===== src/rtl/branch_pkg.sv =====
// Shared definitions for the branch controller slice.
// Contents:
//   F3_*          conditional-branch funct3 encodings (RV32I)
//   brc_state_e   recovery FSM states
//   BHT_RST       power-up value of every BHT counter (weakly not-taken)
//   br_legal      funct3 names a real conditional branch
//   br_decide     taken decision from funct3 and comparator flags
//   bht_next      2-bit saturating counter update
package branch_pkg;

    localparam logic [2:0] F3_BEQ  = 3'b000;
    localparam logic [2:0] F3_BNE  = 3'b001;
    localparam logic [2:0] F3_BLT  = 3'b100;
    localparam logic [2:0] F3_BGE  = 3'b101;
    localparam logic [2:0] F3_BLTU = 3'b110;
    localparam logic [2:0] F3_BGEU = 3'b111;

    typedef enum logic {
        NORMAL  = 1'b0,
        RECOVER = 1'b1
    } brc_state_e;

    localparam logic [1:0] BHT_RST = 2'b01;

    // 010 and 011 are the only unused encodings in the branch major opcode.
    function automatic logic br_legal(input logic [2:0] funct3);
        return funct3[2:1] != 2'b01;
    endfunction

    // Signed/unsigned is already folded into the comparator via
    // br_unsigned_o, so BLT/BLTU and BGE/BGEU share one term each.
    function automatic logic br_decide(input logic [2:0] funct3,
                                       input logic       less,
                                       input logic       equal);
        logic taken;
        taken = 1'b0;
        unique case (funct3)
            F3_BEQ:           taken = equal;
            F3_BNE:           taken = !equal;
            F3_BLT, F3_BLTU:  taken = less;
            F3_BGE, F3_BGEU:  taken = !less;
            default:          taken = 1'b0;
        endcase
        return taken;
    endfunction

    function automatic logic [1:0] bht_next(input logic [1:0] ctr,
                                            input logic       taken);
        logic [1:0] nxt;
        nxt = ctr;
        if (taken && ctr != 2'b11) begin
            nxt = ctr + 2'd1;
        end else if (!taken && ctr != 2'b00) begin
            nxt = ctr - 2'd1;
        end
        return nxt;
    endfunction

endpackage


===== src/rtl/bht_2bit.sv =====
// Branch history table: an array of 2-bit saturating counters.
// Ports:
//   clk_i, rst_ni   clock, asynchronous active-low reset
//   rd_idx_i        combinational read index (fetch side)
//   rd_ctr_o        counter at rd_idx_i, pre-update value
//   upd_en_i        apply an outcome this cycle
//   upd_idx_i       entry to update (execute side)
//   upd_taken_i     outcome: increment when 1, decrement when 0
module bht_2bit
    import branch_pkg::*;
#(
    parameter int ENTRIES = 64,
    parameter int IDX_W   = 6
) (
    input  logic             clk_i,
    input  logic             rst_ni,
    input  logic [IDX_W-1:0] rd_idx_i,
    output logic [1:0]       rd_ctr_o,
    input  logic             upd_en_i,
    input  logic [IDX_W-1:0] upd_idx_i,
    input  logic             upd_taken_i
);

    logic [1:0] ctr_q [ENTRIES];

    // Read is straight off the flops, so a same-index write in this cycle
    // is only visible after the edge.
    assign rd_ctr_o = ctr_q[rd_idx_i];

    // NOTE: the table is built from flops, not a RAM macro, so every entry
    // is reset; a RAM would need a separate init sweep instead.
    always_ff @(posedge clk_i or negedge rst_ni) begin
        if (!rst_ni) begin
            for (int i = 0; i < ENTRIES; i++) begin
                ctr_q[i] <= BHT_RST;
            end
        end else if (upd_en_i) begin
            ctr_q[upd_idx_i] <= bht_next(ctr_q[upd_idx_i], upd_taken_i);
        end
    end

endmodule


===== src/rtl/branch_ctrl.sv =====
// Branch resolution, misprediction recovery and direction prediction.
// Ports:
//   clk_i, rst_ni        clock, asynchronous active-low reset
//   if_pc_i              fetch PC; if_pred_taken_o is its BHT prediction
//   ex_*                 EX-stage instruction: valid, kind, funct3, PC,
//                        target and the prediction it was fetched with
//   stall_i              EX frozen: nothing resolves this cycle
//   br_less_i/equal_i    comparator flags; br_unsigned_o selects unsigned
//   redirect_o/_pc_o     registered fetch redirect and recovery PC
//   flush_o              registered kill of IF/ID and ID/EX
//   br_cnt_o             resolved conditional branches
//   mispred_cnt_o        mispredicted conditional branches
module branch_ctrl
    import branch_pkg::*;
#(
    parameter int BHT_ENTRIES = 64
) (
    input  logic        clk_i,
    input  logic        rst_ni,
    input  logic [31:0] if_pc_i,
    output logic        if_pred_taken_o,
    input  logic        ex_valid_i,
    input  logic        ex_is_br_i,
    input  logic        ex_is_jmp_i,
    input  logic [2:0]  ex_funct3_i,
    input  logic [31:0] ex_pc_i,
    input  logic [31:0] ex_target_i,
    input  logic        ex_pred_taken_i,
    input  logic        stall_i,
    input  logic        br_less_i,
    input  logic        br_equal_i,
    output logic        br_unsigned_o,
    output logic        redirect_o,
    output logic [31:0] redirect_pc_o,
    output logic        flush_o,
    output logic [31:0] br_cnt_o,
    output logic [31:0] mispred_cnt_o
);

    localparam int IDX_W = $clog2(BHT_ENTRIES);

    brc_state_e  state_q, state_d;
    logic        resolve;
    logic        jmp_hit;
    logic        br_hit;
    logic        taken;
    logic        mispred;
    logic        redirect_req;
    logic [31:0] recover_pc;
    logic [1:0]  if_ctr;
    logic        redirect_q, flush_q;
    logic [31:0] redirect_pc_q;
    logic [31:0] br_cnt_q, mispred_cnt_q;
    logic        unused_pc_bits;

    // funct3[1] is set exactly for BLTU/BGEU among the legal branches.
    assign br_unsigned_o = ex_funct3_i[1];

    // ------------------------------------------------------------------
    // Predictor
    // ------------------------------------------------------------------
    bht_2bit #(
        .ENTRIES (BHT_ENTRIES),
        .IDX_W   (IDX_W)
    ) u_bht (
        .clk_i       (clk_i),
        .rst_ni      (rst_ni),
        .rd_idx_i    (if_pc_i[IDX_W+1:2]),
        .rd_ctr_o    (if_ctr),
        .upd_en_i    (br_hit),
        .upd_idx_i   (ex_pc_i[IDX_W+1:2]),
        .upd_taken_i (taken)
    );

    assign if_pred_taken_o = if_ctr[1];

    // Instruction-alignment bits and high PC bits never address the table.
    assign unused_pc_bits = ^{if_pc_i[31:IDX_W+2], if_pc_i[1:0]};

    // ------------------------------------------------------------------
    // Resolution
    // ------------------------------------------------------------------
    // In RECOVER the EX slot holds a wrong-path instruction that is being
    // flushed, so it must not resolve.
    assign resolve = ex_valid_i && !stall_i && (state_q == NORMAL);

    // A jump flag wins over the branch flag. An illegal funct3 is left to
    // the decoder's exception path: it neither trains, counts nor redirects.
    assign jmp_hit = resolve && ex_is_jmp_i;
    assign br_hit  = resolve && ex_is_br_i && !ex_is_jmp_i
                     && br_legal(ex_funct3_i);
    assign taken   = br_decide(ex_funct3_i, br_less_i, br_equal_i);
    assign mispred = br_hit && (taken != ex_pred_taken_i);

    assign redirect_req = jmp_hit || mispred;

    // Not-taken recovery falls through; the +4 wraps at 2^32 on purpose.
    assign recover_pc = (jmp_hit || taken) ? ex_target_i : ex_pc_i + 32'd4;

    // ------------------------------------------------------------------
    // Recovery FSM
    // ------------------------------------------------------------------
    // NOTE: non-blocking assignments in clocked blocks so every register
    // samples pre-edge values regardless of statement order.
    always_ff @(posedge clk_i or negedge rst_ni) begin
        if (!rst_ni) begin
            state_q <= NORMAL;
        end else begin
            state_q <= state_d;
        end
    end

    // NOTE: the default assignment before the case keeps this block purely
    // combinational; a missed path would otherwise infer a latch.
    always_comb begin
        state_d = state_q;
        unique case (state_q)
            NORMAL:  if (redirect_req) state_d = RECOVER;
            RECOVER: state_d = NORMAL;
            default: state_d = NORMAL;
        endcase
    end

    // redirect/flush are loaded at the same edge that enters RECOVER and
    // clear at the edge that leaves it; resolve is low in RECOVER, so
    // redirect_req alone gives exactly one high cycle.
    always_ff @(posedge clk_i or negedge rst_ni) begin
        if (!rst_ni) begin
            redirect_q    <= 1'b0;
            flush_q       <= 1'b0;
            redirect_pc_q <= '0;
        end else begin
            redirect_q <= redirect_req;
            flush_q    <= redirect_req;
            if (redirect_req) begin
                redirect_pc_q <= recover_pc;
            end
        end
    end

    assign redirect_o    = redirect_q;
    assign flush_o       = flush_q;
    assign redirect_pc_o = redirect_pc_q;

    // ------------------------------------------------------------------
    // Performance counters (free-running, wrap at 2^32)
    // ------------------------------------------------------------------
    always_ff @(posedge clk_i or negedge rst_ni) begin
        if (!rst_ni) begin
            br_cnt_q      <= '0;
            mispred_cnt_q <= '0;
        end else begin
            if (br_hit) begin
                br_cnt_q <= br_cnt_q + 32'd1;
            end
            if (mispred) begin
                mispred_cnt_q <= mispred_cnt_q + 32'd1;
            end
        end
    end

    assign br_cnt_o      = br_cnt_q;
    assign mispred_cnt_o = mispred_cnt_q;

endmodule


===== config.mk =====
export PLATFORM = sky130hd
export DESIGN_NAME = branch_ctrl
export DESIGN_NICKNAME = d
export VERILOG_FILES = /design/src/rtl/branch_pkg.sv /design/src/rtl/bht_2bit.sv /design/src/rtl/branch_ctrl.sv
export SDC_FILE = /design/constraint.sdc
export NUM_CORES = 1
export LEC_CHECK = 0
export ABC_AREA = 1
export BUFFER_PORTS_ARGS = -buffer_cell sky130_fd_sc_hd__clkbuf_2
export CAP_MARGIN = 20
export CORE_MARGIN = 2
export CORE_UTILIZATION = 35
export CTS_CLUSTER_SIZE = 12
export DETAILED_ROUTE_END_ITERATION = 8
export PLACE_DENSITY = 0.65
export SYNTH_ARGS = -nofsm -noshare
export SYNTH_HDL_FRONTEND = slang
export SYNTH_SLANG_ARGS = --single-unit
export TNS_END_PERCENT = 20

===== constraint.sdc =====
create_clock -name clk_i -period 4.2 [get_ports clk_i]
set_input_delay 0.84 -clock clk_i [delete_from_list [all_inputs] [get_ports clk_i]]
set_output_delay 0.84 -clock clk_i [all_outputs]
set_load 0.02 [all_outputs]

==> flow_summary.toml, run 1 <==
[pwr]
power.leakage_nw = 8.05
cellPowerDensity_nw_per_um2 = 375
irDropWorstVdd_mv = 0.282

[worst_setup_path]
required_ns = 3.36
regToRegEndpoint = "u_bht.ctr_q[12]"
cp-end-kind = "primary output"
crit_type = "primary input to primary output"
rrSetupSlack_ns = 1.39
crit_path_start_kind = "primary input"
critical_path.max_stage_delay_ns = 0.40
path_max_fanout = 40
worstReg2RegStart = "u_bht.ctr_q[43]"
cp_cell_sequence = "clkbuf_2 > buf_4 > o21ai_0 > o22ai_1 > nand2_1 > nand2_1 > nand2_1 > o211ai_1 > nand3_1 > nand2_1 > clkbuf_2"
crit_top_cell = "nand2_1"
reg2regPathDepth = 16
cp_slowest_cell = "buf_4"
critPathArrivalTime_ns = 2.56

[cells_and_area]
layout-drive-gt1-share = 0.156
syn2layout_area_growth_pct = 18.8
final_cells = 2717
post-route-util = 0.421
finalInstanceArea_sq_um = 16300
fin_nets = 2289

[global_routing]
antenna_found_initial = 1
grtUsageTotal = 0.219
globalRoute.totalOverflow = 0
grt_pass1_vias = 13675
grt_max_degree = 128
grt_pass1_wl_um = 72300

[yosys]
netlist_instances = 2017
ys.warnings.count = 0
synthTopCellsByCount = "nand2_1, inv_1, nand3_1"
syn_avg_cell_area_sq_um = 6.79
syn_area_sq_um = 13700
synth.yosys.seq_area_share = 0.419
synth_edf_count = 0
synth_top_cell_by_area = "dfrtp_1"
synth.distinct_cells = 33
synthTopCellsByArea = "dfrtp_1, nand2_1, dfstp_2, nand3_1, inv_1"
synth_most_common_cell = "nand2_1"
synth_nets = 2130
ys.flop_type = "dfrtp_1"
synth_top_cell_area_share = 0.296
synth-seq-cells = 226
synth_async_sr_flop_share = 1.00

[detailed_routing]
drtAntennaViolNets = 0
via_per_inst = 5.20
drcViolationCount = 0
drt_iter0_markers = 1400
num_vias = 14129
drt-total-wl_um = 44900
wire_per_inst_um = 16.5
first_pass_iters = 7

[sta]
tightest_slew_ns = 1.10
period_needed_ns = 3.40
relSlewSlack = 0.267
fin_worst_skew_ns = 0.00864
setup_ws_ns = 0.801
slew_violations = 0
hold_viol_final = 0
rsz0062_at_grt = "false"
max_freq_mhz = 294
final.setup.tns_ns = 0
setup_viol = 0
fin_crit_sh = 0.809

[cts]
worstSkewPairLatency_ns = 0.55
cts_resized = 0
clkSinkCount = 226
cts-hold-fix-buffers = 0
clk_pin_slew_worst_paths_ns = 0.06
clockRootBuffer = "clkbuf_16"
cts.path.max_buffers = 3
htree_levels = 1
cts_tree = "done"
cts_made_buffers = 28
postCtsSetupBuffers = 0

[worst_hold_path]
hold_class = "primary input to async pin"

[floorplanning]
start_util = 0.354
die_area_sq_um = 40700
core_area_sq_um = 38600
die_h_um = 202
fp.dieW_um = 202
io_pins = 208
rows = 72

[place]
place_inst = 2664
dp_hpwl_um = 30700
port-buffer-count = 181
pre_cts_slack_ns = 0.456
placed_cell_area_sq_um = 15300
gp_congestion = 0.930

[outcome]
status = "complete, no violations"

[run]
cap_violations = 0
through the flow:
stage	power, mW	hold slack, ns
floorplan	3.07	0.447
global placement	3.53	0.453
detailed placement	3.54	0.457
CTS	6.17	0.442
global route	6.37	0.460
finish	6.11	0.376
worst max-delay path by stage:
stage          cells past startpoint        from          endpoint
6_report                          11  if_pc_i[2]   if_pred_taken_o
5_1_grt                           11  if_pc_i[2]   if_pred_taken_o
4_1_cts                           12  if_pc_i[2]   if_pred_taken_o
3_5_place_dp                      19  ex_pc_i[3]   u_bht.ctr_q[96]
3_3_place_gp                      18  ex_pc_i[3]   u_bht.ctr_q[80]
2_1_floorplan                     18  ex_pc_i[3]  u_bht.ctr_q[112]
cells by family after synthesis:
kind of cell,synth area share
adders and majority gates,0.00457
AOI/OAI and AO/OA,0.0609
DFF,0.419
buffers and inverters,0.0805
and+or+nand+nor,0.393
xor gates and xnor gates,0.0428
cell usage in the layout, fill, tap and decap left out, types with 47 or more instances in the layout:
| cell type | count |
|---|---|
| xor2_1 | 47 |
| inv_1 | 185 |
| nor3_1 | 98 |
| dfstp_2 | 64 |
| clkbuf_2 | 180 |
| nor2_1 | 158 |
| nand3_1 | 180 |
| nand2_1 | 786 |
| dfrtp_1 | 162 |
| o21ai_0 | 74 |
worst max-delay path: cells and delay by family:
kind,cells,cell delay (ns)
AOI/OAI and AO/OA,3,0.50
buffers and inverters,3,0.70
and+or+nand+nor,5,0.50
registers in the layout, summed over array words and instances (netlist names):
register       cells
state_q            1
mispred_cnt_o     32
u_bht.ctr_q      128
redirect_pc_o     32
br_cnt_o          32
flush_o            1
report_power, final:
part	total [mW]	switching, mW	leakage (nW)	internal [mW]
clock network	2.60	0.973	0.489	1.63
registers	2.47	0.136	2.80	2.34
logic	1.04	0.721	4.76	0.314
metal layers:
layer  part of all wire  up-vias  global-route usage
li1                   -     6736                   -
met1               0.43     6662               0.292
met2               0.46      645               0.361
met3              0.078       86              0.0382
met4              0.029        0              0.0699
met5                  0        -                   0
final cells by class:
class                      instances  area [sq um]
fill                            3979         22400
multi-input combinational       1514          6870
sequential                       226          5740
timing repair buffer             211          1290
clock buffer                      44           852
inverter                         195           732
tap                              518           648
clock inverter                     8           140
antenna                            1          2.50
Note: power is estimated with default switching activity, not from simulation.
==> inputs of run 2 (changes only) <==
ABC_AREA = 0   (was 1)
PLACE_DENSITY = 0.68   (was 0.65)
clock period = 3 ns   (was 4.2 ns; I/O delays follow)
==> flow_summary.toml, run 2 <==
[yosys]
synth.distinct_cells = 68
synth_async_sr_flop_share = 1.00
synth_top_cell_area_share = 0.326
synth.yosys.seq_area_share = 0.461
synthTopCellsByCount = "dfrtp_1, nand2_1, nor2_1"
syn_area_sq_um = 12400
netlist_instances = 1249
synthTopCellsByArea = "dfrtp_1, dfstp_2, mux4_2, nand2_1, nor2_1"
syn_avg_cell_area_sq_um = 9.96
ys.warnings.count = 0
synth_nets = 1362
synth_edf_count = 0
synth_top_cell_by_area = "dfrtp_1"
ys.flop_type = "dfrtp_1"
synth_most_common_cell = "dfrtp_1"
synth-seq-cells = 226

[floorplanning]
die_area_sq_um = 37100
rows = 69
core_area_sq_um = 35300
start_util = 0.352
io_pins = 208
fp.dieW_um = 193
die_h_um = 193

[cells_and_area]
regMostFlops = "u_bht.ctr_q"
finalInstanceArea_sq_um = 16300
largest_reg_flops = 128
post-route-util = 0.461
final_cells = 1998
layout_common_cells = "clkbuf_2, dfrtp_1, nand2_1, nor2_1, buf_4"
syn2layout_area_growth_pct = 30.8
layout_commonest_cell = "clkbuf_2"
layout-drive-gt1-share = 0.357
fin_nets = 1636

[place]
dp_hpwl_um = 26000
pre_cts_slack_ns = -0.782
placed_cell_area_sq_um = 14700
port-buffer-count = 181
gp_congestion = 0.869
place_inst = 1925

[pwr]
internal_power_mw = 5.47
pwr-share-clk = 0.360
power_switching_mw = 2.22
power_mw = 7.68
irDropWorstVdd_mv = 0.466
comb_power_share = 0.196
switching_share = 0.288
cellPowerDensity_nw_per_um2 = 472
power.leakage_nw = 7.07
pwr-share-seq = 0.444

[global_routing]
globalRoute.totalOverflow = 0
grt_max_degree = 76
met2_usage = 0.338
met3_usage = 0.0413
grtUsageTotal = 0.198
grt_pass1_vias = 10713
antenna_found_initial = 3
grt_pass1_wl_um = 58400
use_met1 = 0.248
busiest_layer = "met2"

[sta]
relSlewSlack = 0.561
hold_viol_final = 1
fin_crit_sh = 1.08
final.setup.tns_ns = -8.42
hold_slack_ns = -0.00109
rsz0062_at_grt = "true"
setup_ws_ns = -0.254
period_needed_ns = 3.25
setup_viol = 121
max_freq_mhz = 307
fin_worst_skew_ns = 0.0171
tightest_slew_ns = 0.657
slew_violations = 0

[cts]
clockRootBuffer = "clkbuf_16"
htree_levels = 1
clkSinkCount = 226
clk_pin_slew_worst_paths_ns = 0.07
worstSkewPairLatency_ns = 0.52
cts.path.max_buffers = 3
cts_tree = "done"
cts_made_buffers = 24

[detailed_routing]
drt-total-wl_um = 37900
drt_iter0_markers = 759
first_pass_iters = 5
num_vias = 11112
drcViolationCount = 0
drtAntennaViolNets = 0
via_per_inst = 5.56
wire_per_inst_um = 19.0

[worst_setup_path]
critical_path.max_stage_delay_ns = 0.49
reg2regPathDepth = 14
cp_slowest_cell = "mux4_2"
worstReg2RegStart = "u_bht.ctr_q[29]"
regToRegEndpoint = "u_bht.ctr_q[29]"
crit_top_cell = "mux4_2"
cp_cell_sequence = "buf_4 > mux4_2 > mux4_2 > mux4_2 > buf_8"
critPathArrivalTime_ns = 2.65
crit_type = "flip-flop to primary output"
rrSetupSlack_ns = -0.12
cp-end-kind = "primary output"
crit_start = "u_bht.ctr_q[113]"
path_max_fanout = 2
required_ns = 2.40
crit_path_start_kind = "flip-flop"

[outcome]
failed_checks = "negative hold slack, negative setup slack"
status = "complete, but fails checks"

[run]
cap_violations = 0

[worst_hold_path]
hold_class = "primary input to async pin"
## run 2: final cells by class
class                           instances  area, sq um
Clock inverter                          4         22.5
Multi-Input combinational cell        915         6590
Antenna cell                            1         2.50
Tap cell                              461          577
Inverter                               19         71.3
Clock buffer                           35          693
Timing Repair Buffer                  337         2590
Sequential cell                       226         5740
Fill cell                            3143        19000
## run 2: cells by family (layout without fill, tap and decap cells)
family,Yosys count,after routing,synth area share
compound gates,216,217,0.118
xor+xnor,93,93,0.0655
fa+ha+maj,5,5,0.00503
buf+inv,109,395,0.0465
flops,226,226,0.461
mux,87,87,0.109
other cells,0,1,0
simple gates,513,513,0.195
## run 2: critical path, delay by kind of cell, from the launching register on
kind | cells | cell delay [ns]
DFF | 1 | 0.39
muxes | 3 | 1.43
buffers and inverters | 2 | 0.30
## run 2: timing repair
action | CTS | global route
setup endpoints to repair | 127 | 127
gates resized for setup | 63 | 32
pin swaps | 25 | 15
cloned | 8 | 0
buffers inserted | 21 | 5
hold buffers | 0 | 0
## run 2: worst max-delay path by stage
stage	endpoint	slack (ns)
floorplan	u_bht.ctr_q[117]	-0.16
global placement	u_bht.ctr_q[61]	-0.73
detailed placement	u_bht.ctr_q[97]	-0.78
CTS	if_pred_taken_o	-0.27
global route	if_pred_taken_o	-0.30
finish	if_pred_taken_o	-0.25
## run 2: routing by layer
| layer | up-vias | wire length (um) |
|---|---|---|
| li1 | 5072 | - |
| met1 | 5404 | 15200 |
| met4 | 4 | 1250 |
| met3 | 94 | 3340 |
| met5 | - | 29 |
| met2 | 538 | 18100 |
## run 2: power by group through the flow
stage | logic (mW) | clock network [mW] | registers (mW)
floorplan | 0.605 | 0 | 3.62
global route | 1.63 | 2.93 | 3.44
finish | 1.51 | 2.77 | 3.41
CTS | 1.48 | 2.82 | 3.41
global placement | 1.33 | 0 | 3.45
detailed placement | 1.35 | 0 | 3.46
